**src/rtl/muldiv_unit.sv**
```systemverilog
// Iterative RV32M multiply/divide unit: radix-2 shift-add multiply, restoring divide, XLEN+1 edge latency.
// Optional one-entry result cache enabled by defining MULDIV_REUSE_EN.
module muldiv_unit #(
    parameter int XLEN = 32
) (
    input  logic            clk,
    input  logic            rst,
    input  logic            start,
    input  logic [2:0]      funct3,
    input  logic [XLEN-1:0] rs1_data,
    input  logic [XLEN-1:0] rs2_data,
    input  logic [4:0]      rd_addr,
    output logic            busy,
    output logic            done,
    output logic [XLEN-1:0] wb_data,
    output logic [4:0]      wb_reg,
    output logic            wb_en
);
    localparam int CW = $clog2(XLEN);

    typedef enum logic [1:0] {S_IDLE, S_CALC, S_FIX, S_DONE} state_t;

    state_t            state, state_nx;
    logic [CW-1:0]     cnt;
    logic [2*XLEN-1:0] acc;
    logic [XLEN-1:0]   op_b;
    logic [XLEN-1:0]   rs1_q, rs2_q;
    logic [2:0]        f3_q;
    logic              neg_a, neg_b;
    logic              hit;
    logic [XLEN-1:0]   hit_data;

    logic              a_signed, b_signed;
    logic [XLEN-1:0]   abs_a, abs_b;
    logic [XLEN:0]     mul_sum, rem_sh, trial;
    logic [2*XLEN-1:0] mul_next, div_next, prod;
    logic [XLEN-1:0]   quo, rem, fin_lo, fin_hi, fix_data;

    // lo = MUL low half / quotient, hi = MULH* high half / remainder.
    function automatic logic [XLEN-1:0] sel_result(input logic [2:0] f3,
                                                   input logic [XLEN-1:0] lo,
                                                   input logic [XLEN-1:0] hi);
        if (f3[2])
            return f3[1] ? hi : lo;
        return (f3[1:0] == 2'b00) ? lo : hi;
    endfunction

    // Issue-time operand conditioning.
    always_comb begin
        if (funct3[2]) begin
            a_signed = !funct3[0];
            b_signed = !funct3[0];
        end else begin
            a_signed = (funct3 == 3'b001) || (funct3 == 3'b010);
            b_signed = (funct3 == 3'b001);
        end
        abs_a = (a_signed && rs1_data[XLEN-1]) ? -rs1_data : rs1_data;
        abs_b = (b_signed && rs2_data[XLEN-1]) ? -rs2_data : rs2_data;
    end

    // One iteration: multiply keeps {partial sum, remaining multiplier}, divide keeps {remainder, quotient}.
    always_comb begin
        mul_sum  = acc[0] ? ({1'b0, acc[2*XLEN-1:XLEN]} + {1'b0, op_b})
                          : {1'b0, acc[2*XLEN-1:XLEN]};
        mul_next = {mul_sum, acc[XLEN-1:1]};
        rem_sh   = acc[2*XLEN-1:XLEN-1];
        trial    = rem_sh - {1'b0, op_b};
        div_next = trial[XLEN] ? {rem_sh[XLEN-1:0], acc[XLEN-2:0], 1'b0}
                               : {trial[XLEN-1:0], acc[XLEN-2:0], 1'b1};
    end

    // Sign correction and the two forced divide cases.
    always_comb begin
        prod = (neg_a ^ neg_b) ? -acc : acc;
        quo  = (neg_a ^ neg_b) ? -acc[XLEN-1:0] : acc[XLEN-1:0];
        rem  = neg_a ? -acc[2*XLEN-1:XLEN] : acc[2*XLEN-1:XLEN];
        if (rs2_q == '0) begin
            quo = '1;
            rem = rs1_q;
        end else if (!f3_q[0] && rs1_q == {1'b1, {(XLEN-1){1'b0}}} && rs2_q == '1) begin
            quo = {1'b1, {(XLEN-1){1'b0}}};
            rem = '0;
        end
        fin_lo   = f3_q[2] ? quo : prod[XLEN-1:0];
        fin_hi   = f3_q[2] ? rem : prod[2*XLEN-1:XLEN];
        fix_data = sel_result(f3_q, fin_lo, fin_hi);
    end

`ifdef MULDIV_REUSE_EN
    typedef enum logic [2:0] {C_MULH, C_MULHSU, C_MULU, C_DIV, C_DIVU} cls_t;

    function automatic cls_t cls_of(input logic [2:0] f3);
        if (f3[2])
            return f3[0] ? C_DIVU : C_DIV;
        case (f3[1:0])
            2'b01:   return C_MULH;
            2'b10:   return C_MULHSU;
            default: return C_MULU;
        endcase
    endfunction

    logic            c_valid;
    logic [XLEN-1:0] c_rs1, c_rs2, c_lo, c_hi;
    cls_t            c_cls;

    assign hit = c_valid && (c_rs1 == rs1_data) && (c_rs2 == rs2_data) && (c_cls == cls_of(funct3));
    assign hit_data = sel_result(funct3, c_lo, c_hi);

    always_ff @(posedge clk) begin
        if (rst) begin
            c_valid <= 1'b0;
            c_rs1   <= '0;
            c_rs2   <= '0;
            c_lo    <= '0;
            c_hi    <= '0;
            c_cls   <= C_MULU;
        end else if (state == S_FIX) begin
            c_valid <= 1'b1;
            c_rs1   <= rs1_q;
            c_rs2   <= rs2_q;
            c_lo    <= fin_lo;
            c_hi    <= fin_hi;
            c_cls   <= cls_of(f3_q);
        end
    end
`else
    assign hit      = 1'b0;
    assign hit_data = '0;
`endif

    always_ff @(posedge clk) begin
        if (rst)
            state <= S_IDLE;
        else
            state <= state_nx;
    end

    // NOTE: every signal written here gets a default first so no latch is inferred.
    always_comb begin
        state_nx = state;
        case (state)
            S_IDLE: if (start) state_nx = hit ? S_DONE : S_CALC;
            S_CALC: if (cnt == CW'(XLEN-1)) state_nx = S_FIX;
            S_FIX:  state_nx = S_DONE;
            S_DONE: state_nx = S_IDLE;
            default: state_nx = S_IDLE;
        endcase
    end

    assign busy  = (state != S_IDLE);
    assign done  = (state == S_DONE);
    assign wb_en = done && (wb_reg != 5'd0);

    // NOTE: sequential state uses non-blocking assignments so all registers update from pre-edge values.
    always_ff @(posedge clk) begin
        if (rst) begin
            cnt     <= '0;
            acc     <= '0;
            op_b    <= '0;
            rs1_q   <= '0;
            rs2_q   <= '0;
            f3_q    <= '0;
            neg_a   <= 1'b0;
            neg_b   <= 1'b0;
            wb_data <= '0;
            wb_reg  <= '0;
        end else begin
            case (state)
                S_IDLE: if (start) begin
                    rs1_q   <= rs1_data;
                    rs2_q   <= rs2_data;
                    f3_q    <= funct3;
                    wb_reg  <= rd_addr;
                    neg_a   <= a_signed && rs1_data[XLEN-1];
                    neg_b   <= b_signed && rs2_data[XLEN-1];
                    op_b    <= abs_b;
                    acc     <= {{XLEN{1'b0}}, abs_a};
                    cnt     <= '0;
                    if (hit)
                        wb_data <= hit_data;
                end
                S_CALC: begin
                    acc <= f3_q[2] ? div_next : mul_next;
                    cnt <= cnt + 1'b1;
                end
                S_FIX:   wb_data <= fix_data;
                default: ;
            endcase
        end
    end
endmodule

```
**config.mk**
```make
export PLATFORM = sky130hd
export DESIGN_NAME = muldiv_unit
export DESIGN_NICKNAME = d
export VERILOG_FILES = /design/src/rtl/muldiv_unit.sv
export SDC_FILE = /design/constraint.sdc
export NUM_CORES = 1
export LEC_CHECK = 0
export CORE_MARGIN = 4
export CORE_UTILIZATION = 46
export DETAILED_ROUTE_END_ITERATION = 8
export MAX_ROUTING_LAYER = met4
export PLACE_DENSITY = 0.67
export SLEW_MARGIN = 5
export SYNTH_ARGS = -nofsm -noshare
export SYNTH_HDL_FRONTEND = slang
export SYNTH_SLANG_ARGS = --single-unit
export TNS_END_PERCENT = 5
```
**constraint.sdc**
```tcl
create_clock -name clk -period 3.3 [get_ports clk]
set_input_delay 0.33 -clock clk [delete_from_list [all_inputs] [get_ports clk]]
set_output_delay 0.33 -clock clk [all_outputs]
set_load 0.005 [all_outputs]
```
* Word level (Yosys, flattened, before mapping)
Cells that the tools add are included.
** Storage, ports and cells
- Output and inout bits :: 40
- Word-level logic and storage cells :: 75
- Register bits :: 209
- Bits of input ports :: 75
** Cells by class
- Muxes and demuxes :: 28
- Eq/ne operators :: 10
- Bitwise operators :: 1
- $add $sub $neg :: 8
- Reduce and logical (&&, ||, !) cells :: 17
** Operators with widths (number)
- 2-to-1 mux 32 bit :: 14
- 2-to-1 mux 64 bit :: 4
- negator 32 bit :: 4
- one-hot mux 64 bit (2 select lines) :: 1
- equality test 32 bit, second input constant :: 2
- negator 64 bit :: 1
- adder 32 x 32 -> 33 bit :: 1
- 2-to-1 mux 33 bit :: 1
- subtractor 33 x 32 -> 33 bit :: 1
- zero test 32 bit :: 1
- one-hot mux 5 bit (2 select lines) :: 1
- one-hot mux 2 bit (4 select lines) :: 1
- AND reduction 2 bit :: 3
- adder 5 x 1 -> 5 bit, second input constant :: 1
- equality test 5 bit, second input constant :: 1
- logical AND 1 bit :: 5
- 2-to-1 mux 5 bit :: 1
- nonzero test 5 bit :: 1
- equality test 2 bit, second input constant :: 2
- zero test 2 bit :: 2
- 2-to-1 mux 2 bit :: 2
- inequality test 2 bit, second input constant :: 2
- nonzero test 2 bit :: 2
- equality test 3 x 1 -> 1 bit, second input constant :: 1
- 6 further kinds :: 9

* Longest topological paths before layout
Gate-level depths: netlist of run 1.
- Depth after elaboration :: 9
- Gate-level depth with buffers :: 14
- Depth with buffers taken out :: 12

* Worst setup path before layout of run 1
Ideal clock, no wire load.
- Kind :: flip-flop to flip-flop
- Start point :: register acc[0]
- End point :: register wb_data[10]
- Library setup time :: 0.059 ns
- Clock period less this slack :: 3.327 ns
- Required time :: 3.241 ns
- Arrival time :: 3.268 ns
- Buffers on the path :: 3
- Slack :: -0.027 ns
- Stages on the path, launching flop included :: 15
- Cells stage by stage :: dfxtp_1 > clkbuf_1 > inv_2 > clkbuf_1 > ha_1 > or3b_2 > nor3_1 > nand4_1 > or2_2 > buf_2 > o21ai_0 > xor2_1 > a221oi_1 > o21ai_0 > nand2_1
** On the way
- Cells in the longest elaborated chain, start to end :: 8
- Elaborated cells between the ends (all ways) :: 12
- Classes of those cells :: add/sub (2); mux (10)
** RTL lines
- from (decl) :: RTL line 25 : logic [2*XLEN-1:0] acc;
- from (signal assigned) :: RTL line 177 : acc <= {{XLEN{1'b0}}, abs_a};
- from (signal assigned) :: RTL line 183 : acc <= f3_q[2] ? div_next : mul_next;
- negator 32 bit :: RTL line 75 : quo = (neg_a ^ neg_b) ? -acc[XLEN-1:0] : acc[XLEN-1:0];
- 2-to-1 mux 32 bit :: RTL line 75
- 2-to-1 mux 32 bit :: RTL line 80 : end else if (!f3_q[0] && rs1_q == {1'b1, {(XLEN-1){1'b0}}} && rs2_q == '1) begin
- 2-to-1 mux 32 bit :: RTL line 77 : if (rs2_q == '0) begin
- 2-to-1 mux 32 bit :: RTL line 84 : fin_lo = f3_q[2] ? quo : prod[XLEN-1:0];
- 2-to-1 mux 32 bit :: RTL line 44 : return f3[1] ? hi : lo;
- 2-to-1 mux 32 bit :: RTL line 43 : if (f3[2])
- 2-to-1 mux 32 bit (*) :: RTL line 45 : return (f3[1:0] == 2'b00) ? lo : hi;
- to (signal assigned) :: RTL line 180 : wb_data <= hit_data;
- to (signal assigned) :: RTL line 186 : S_FIX: wb_data <= fix_data;
- to (decl) :: RTL line 15 : output logic [XLEN-1:0] wb_data,
Mark *: on every way between the ends. The rest lies on a longest branch, timed or not. The select of a mux whose other input is x is not followed.
A chain may end at the register's enable or synchronous reset.

* Final worst setup path of run 1
- Start point :: register acc[32]
- End point :: register wb_data[24]
** On the way
- Cells in the longest elaborated chain, start to end :: 8
- Elaborated cells between the ends (all ways) :: 11
- Classes of those cells :: add/sub (2); mux (9)
** RTL lines
- negator 32 bit :: RTL line 76 : rem = neg_a ? -acc[2*XLEN-1:XLEN] : acc[2*XLEN-1:XLEN];
- 2-to-1 mux 32 bit :: RTL line 76
- 2-to-1 mux 32 bit :: RTL line 80
- 2-to-1 mux 32 bit :: RTL line 77
- 2-to-1 mux 32 bit (*) :: RTL line 85 : fin_hi = f3_q[2] ? rem : prod[2*XLEN-1:XLEN];
- 2-to-1 mux 32 bit :: RTL line 44
- 2-to-1 mux 32 bit :: RTL line 43
- 2-to-1 mux 32 bit (*) :: RTL line 45
Marks and branches as above.

==> results.yml, run 1 <==
run_status:
  outcome: "completed"
timing:
  maxSlewHeadroom: 0.417
  fin_crit_ns: 3.27
  post-route-period-util: 0.990
  setup_ws_ns: 0.0343
  skew_ns: 0.0120
  setup_viol: 0
  slew_violations: 0
  hold_violations: 0
  tightest_slew_ns: 0.875
  timing.fmax_ghz: 0.306
  rsz0062_at_grt: "yes"
  tns_ns: 0
floorplan:
  dieArea_um2: 38900
  start_util: 0.465
  core-area_um2: 35400
  die_x_um: 197
  num_io_pins: 115
  die_height_um: 197
  fp-row-count: 69
grt:
  grt_max_degree: 149
  grt_pass1_vias: 17100
  overflow: 0
  grt_usage: 0.325
  grt_pass1_wl_um: 98800
  antenna_found_initial: 1
place:
  post-place-ws_ns: -0.0450
  gp_congestion: 1.02
  dp_hpwl_um: 47800
  numPlacedInstances: 2854
  portBuffers: 114
critical_path:
  setup.worst_path.class: "reg2reg"
  required_ns: 3.75
  crit_fanout: 5
  cp.arrival_ns: 3.71
  cp-end-kind: "flip-flop"
  start_kind: "flip-flop"
power:
  total_leakage_power_nw: 8.02
  cellPowerDensity_nw_per_um2: 712
  ir_worst_vdd_uv: 621
detailed_routing:
  routed_wl_um: 64200
  viasPerCell: 6.23
  ant_nets: 0
  detail_route.first_pass.iterations: 8
  drc_errors: 0
  drt-initial-drc-count: 2293
  vias: 18100
  wl_per_cell_um: 22.1
synthesis:
  syn_area_per_cell_um2: 7.31
  synth_nets: 2401
  netlist_area_um2: 16500
  synth-seq-cells: 208
  async_flop_share: 0
  synth_ff_type: "dfxtp_1"
  synth_cells: 2250
  ys.warnings.count: 0
  yosysSeqAreaShare: 0.253
  synth-edff-count: 0
  ys_types: 85
clocking:
  cts-root-buf: "clkbuf_16"
  clock_sinks: 208
  clkLatencyLatePin_ns: 0.56
  clk_pin_slew_ns: 0.06
  cts_hold_buffers: 0
  cts_buffers: 26
  clockBufferDepth: 3
  cts_tree: "yes"
  ctsHtreeMaxLevel: 1
cells_and_area:
  nNetsFinal: 2574
  syn_to_final_growth_pct: 22.4
  n_fill_cell: 3305
  multi_input_area_um2: 11500
  regMostFlops: "acc"
  largest_reg_flops: 64
  drive_gt1_frac: 0.122
  seqCellArea_um2: 4170
  final_cells: 2904
  fin_util: 0.569
flow_run:
  max_cap_violations: 0
worst_hold_path:
  hp-class: "in2reg"
per-stage QoR:
| step | instance area [µm²] | power, W | hold WS (ns) |
|---|---|---|---|
| after global routing | 20100 | 0.0152 | 0.147 |
| after detailed placement | 19100 | 0.0109 | 0.433 |
| after floorplan | 16500 | 0.00809 | 0.435 |
| after CTS | 20000 | 0.0140 | 0.132 |
| after global placement | 19100 | 0.0108 | 0.427 |
| final | 20100 | 0.0143 | 0.139 |
final timing paths:
check	startpoint	endpoint	slack [ns]	depth (start not counted)
worst max-delay path	acc[32]	wb_data[24]	0.03	12
worst min-delay path	rst	wb_data[31]	0.14	2
worst max register to register	acc[32]	wb_data[24]	0.03	12
worst min register to register	wb_data[22]	wb_data[22]	0.44	2
logic make-up after synthesis:
| group | Yosys count | share of synthesized area |
|---|---|---|
| compound gates | 713 | 0.281 |
| xor+xnor | 189 | 0.101 |
| fa+ha+maj | 76 | 0.0587 |
| buf+inv | 231 | 0.0543 |
| flops | 208 | 0.253 |
| mux | 60 | 0.0369 |
| simple gates | 773 | 0.216 |
power by group:
part           total (W)  internal [W]  switching (W)
Clock            0.00319       0.00194        0.00124
Combinational    0.00750       0.00290        0.00460
Sequential       0.00365       0.00305       0.000608
Total             0.0143       0.00789        0.00645
worst max-delay path, cell delays in order (launching register included):
cell and delay (ns):
dfxtp_1 0.32, buf_4 0.15, inv_4 0.09, ha_4 0.14, or3b_4 0.40, nand4b_4 0.21, or4_4 0.53, or2_4 0.26
or3b_4 0.41, o21ai_2 0.13, xor2_1 0.20, a221oi_2 0.10, a22o_1 0.22
repair_timing:
| item | 4_1_cts | 5_1_grt |
|---|---|---|
| pin swaps | 0 | 3 |
| setup buffers | 0 | 2 |
| gates resized for setup | 3 | 24 |
| endpoints found under the setup margin | 4 | 38 |
| cloned | 0 | 0 |
cells in the mapped netlist (all sizes together), types with 15 or more instances:
library cell	count	area [µm²]
a211oi	43	323
a21o	34	255
a21oi	239	1200
a221oi	19	166
a32o	21	210
buf	29	135
clkbuf	136	510
dfxtp	208	4160
ha	74	926
inv	64	240
mux2i	55	551
nand2	373	1400
nand2b	17	106
nand3	31	155
nand4	22	138
nor2	155	582
nor3	48	245
nor4	29	209
o211ai	55	413
o21a	17	128
o21ai	134	674
o31ai	20	155
o41ai	15	139
or3	15	93.8
or4	19	146
xnor2	89	780
xor2	100	876
final cells by class:
type / count / area share
Inverter: 66 / 0.0124
Timing Repair Buffer: 310 / 0.133
Sequential cell: 208 / 0.207
Clock inverter: 12 / 0.00870
Tap cell: 461 / 0.0286
Multi-Input combinational cell: 1811 / 0.572
Clock buffer: 35 / 0.0381
Antenna cell: 1 / 0.000124
layer usage:
metal,track usage,vias to the layer above,part of all wire
li1,-,8494,-
met1,0.469,8500,0.44
met2,0.473,950,0.42
met3,0.0530,134,0.11
met4,0.0871,0,0.031
met5,-,-,0
cells in the final DEF (no fill, tap or decap), types with 41 or more instances in the layout:
| cell | n |
|---|---|
| a211oi_1 | 41 |
| a21oi_1 | 238 |
| buf_4 | 192 |
| clkdlybuf4s50_1 | 113 |
| dfxtp_1 | 207 |
| ha_1 | 72 |
| inv_1 | 61 |
| mux2i_1 | 55 |
| nand2_1 | 372 |
| nor2_1 | 151 |
| nor3_1 | 46 |
| o211ai_1 | 55 |
| o21ai_0 | 125 |
| xnor2_1 | 89 |
| xor2_1 | 99 |
Power figures use the tool's default switching activity.
==> run 2, diff against run 1 <==
==> constraint.sdc (replaced) <==
create_clock -name clk -period 2.85 [get_ports clk]
set_input_delay 0.285 -clock clk [delete_from_list [all_inputs] [get_ports clk]]
set_output_delay 0.285 -clock clk [all_outputs]
set_load 0.005 [all_outputs]
==> run 2 against run 1 <==
The run now ends with negative setup slack left. Utilization rose by 5.9 points. Sequential power rose by 13%. Final area rose by 10%. Via count rose by 4.3%. Global-route usage rose by 1.4 points. Worst hold slack improved by 0.086 ns. Total power rose by 25%. Worst setup slack got worse by 0.24 ns. Largest cell class unchanged. Sequential share of layout area fell by 1.9 points. Combinational power rose by 36%. Critical path type unchanged.
==> results.yml, run 2 (synthesis results as in run 1) <==
run_status:
  outcome: "finished with violations"
  violations: "negative setup slack"
detailed_routing:
  met3_length_um: 6800
  wl_per_cell_um: 21.4
  ant_nets: 0
  drt-initial-drc-count: 1736
  detail_route.first_pass.iterations: 6
  met1_length_um: 29300
  drc_errors: 0
  wl_met2_um: 28600
  vias: 18900
  top_layer: "met4"
  viasPerCell: 6.04
  routed_wl_um: 67000
grt:
  grt_pass1_wl_um: 102000
  grt_max_degree: 136
  grt_usage: 0.340
  grt_pass1_vias: 17800
  antenna_found_initial: 0
  overflow: 0
clocking:
  ctsHtreeMaxLevel: 1
  cts_buffers: 26
  cts-root-buf: "clkbuf_16"
  clk_pin_slew_ns: 0.06
  clkLatencyLatePin_ns: 0.55
  cts_tree: "yes"
  clock_sinks: 208
  clockBufferDepth: 3
timing:
  setup_ws_ns: -0.208
  maxSlewHeadroom: 0.401
  skew_ns: 0.0138
  setup_viol: 11
  timing.fmax_ghz: 0.327
  fin_crit_ns: 3.06
  post-route-period-util: 1.07
  slew_violations: 0
  tightest_slew_ns: 0.899
  rsz0062_at_grt: "yes"
  hold_violations: 0
  tns_ns: -1.20
worst_hold_path:
  worstHoldStart: "rst"
  hp-class: "in2reg"
  hold-path-endpoint: "cnt[4]"
  hold_depth: 2
critical_path:
  slowest_stage: "or3b_2"
  setup.worst_path.class: "reg2reg"
  cp.arrival_ns: 3.50
  r2r-end: "acc[51]"
  crit_fanout: 3
  start_kind: "flip-flop"
  cp-startpoint: "acc[32]"
  cp-end-kind: "flip-flop"
  slowest_delay_ns: 0.45
  ff2ff_setup_slack_ns: -0.21
  reg2reg_depth: 13
  r2r-start: "acc[32]"
  required_ns: 3.29
  crit_chain: "ha_1, inv_1, fa_2, nor2b_2, o31a_1, o21ai_2, o211ai_1, a211oi_1, buf_4, or3b_2, o21ai_0, nand3_1, a32o_1"
floorplan:
  die_height_um: 197
  dieArea_um2: 38900
  fp-row-count: 69
  die_x_um: 197
  num_io_pins: 115
  core-area_um2: 35400
  start_util: 0.465
power:
  p_clk_frac: 0.199
  seq_power_share: 0.229
  p_sw_w: 0.00791
  cellPowerDensity_nw_per_um2: 805
  finalPower_w: 0.0179
  ir_worst_vdd_uv: 871
  p_sw_frac: 0.442
  total_leakage_power_nw: 9.19
  p_int_w: 0.00999
  comb_power_share: 0.572
cells_and_area:
  multi_input_area_um2: 12000
  largest_reg_flops: 64
  syn_to_final_growth_pct: 35.1
  nNetsFinal: 2793
  mostFrequentLayoutCells: "404 x buf_4, 369 x nand2_1, 227 x a21oi_1, 196 x dfxtp_1, 148 x nor2_1"
  n_fill_cell: 3211
  final_cells: 3123
  seqCellArea_um2: 4180
  drive_gt1_frac: 0.223
  final_common_cell: "buf_4"
  regMostFlops: "acc"
  n_antenna_cell: 0
place:
  gp_congestion: 1.01
  dp_hpwl_um: 51400
  numPlacedInstances: 3067
  portBuffers: 114
flow_run:
  max_cap_violations: 0
run 2: changes by cell type in the layout (fill, tap and decap cells not counted), sizes merged:
cell      previous run  this run
buf                197       416
bufinv               4         3
diode                1         0
clkinvlp             0         3
inv                 66        65
run 2: power groups by stage:
stage                     Sequential (W)  Combinational, W  Clock, W
after floorplan                  0.00400           0.00541         0
after global placement           0.00410           0.00937         0
after detailed placement         0.00412           0.00946         0
after CTS                        0.00407           0.00973   0.00357
after global routing             0.00417            0.0111   0.00371
final                            0.00411            0.0102   0.00355
run 2: final cells by class:
class                   count  area share
repair buffers            529       0.195
inverters                  66      0.0115
multi-input cells        1811       0.539
clock buffers              35      0.0335
well taps                 461      0.0259
clock inverters            13     0.00698
flip-flops and latches    208       0.188
run 2: worst max-delay path by stage:
stage / end / slack, ns / cells after the start
global placement: op_b[29] / -0.48 / 11
detailed placement: op_b[29] / -0.53 / 11
floorplan: wb_data[24] / -0.21 / 12
CTS: wb_data[24] / -0.21 / 12
finish: acc[51] / -0.21 / 13
global route: acc[51] / -0.33 / 13
run 2: timing repair:
action	in CTS	in global routing
buffers inserted	4	4
hold buffers	0	0
setup endpoints to repair	65	62
pin swaps	17	14
gates resized for setup	76	75
run 2: worst max-delay path: cells and delay by family, from the launching register on:
family          cells  cell delay, ns
compound gates      6            1.17
fa+ha+maj           2            0.52
buf+inv             2            0.22
flops               1            0.34
simple gates        3            0.70
run 2: layer usage:
metal,vias up,GRT usage
li1,8927,-
met1,8883,0.478
met2,925,0.498
met3,127,0.0611
met4,0,0.101
met5,-,-
run 2: stage by stage:
stage	utilization	setup WS (ns)	hold WS, ns	instance area (µm²)
floorplan	-	-0.206	0.421	16500
global placement	0.585	-0.480	0.428	20700
detailed placement	0.585	-0.532	0.431	20700
CTS	0.619	-0.210	0.202	21900
global route	0.628	-0.330	0.228	22200
finish	0.628	-0.208	0.225	22200
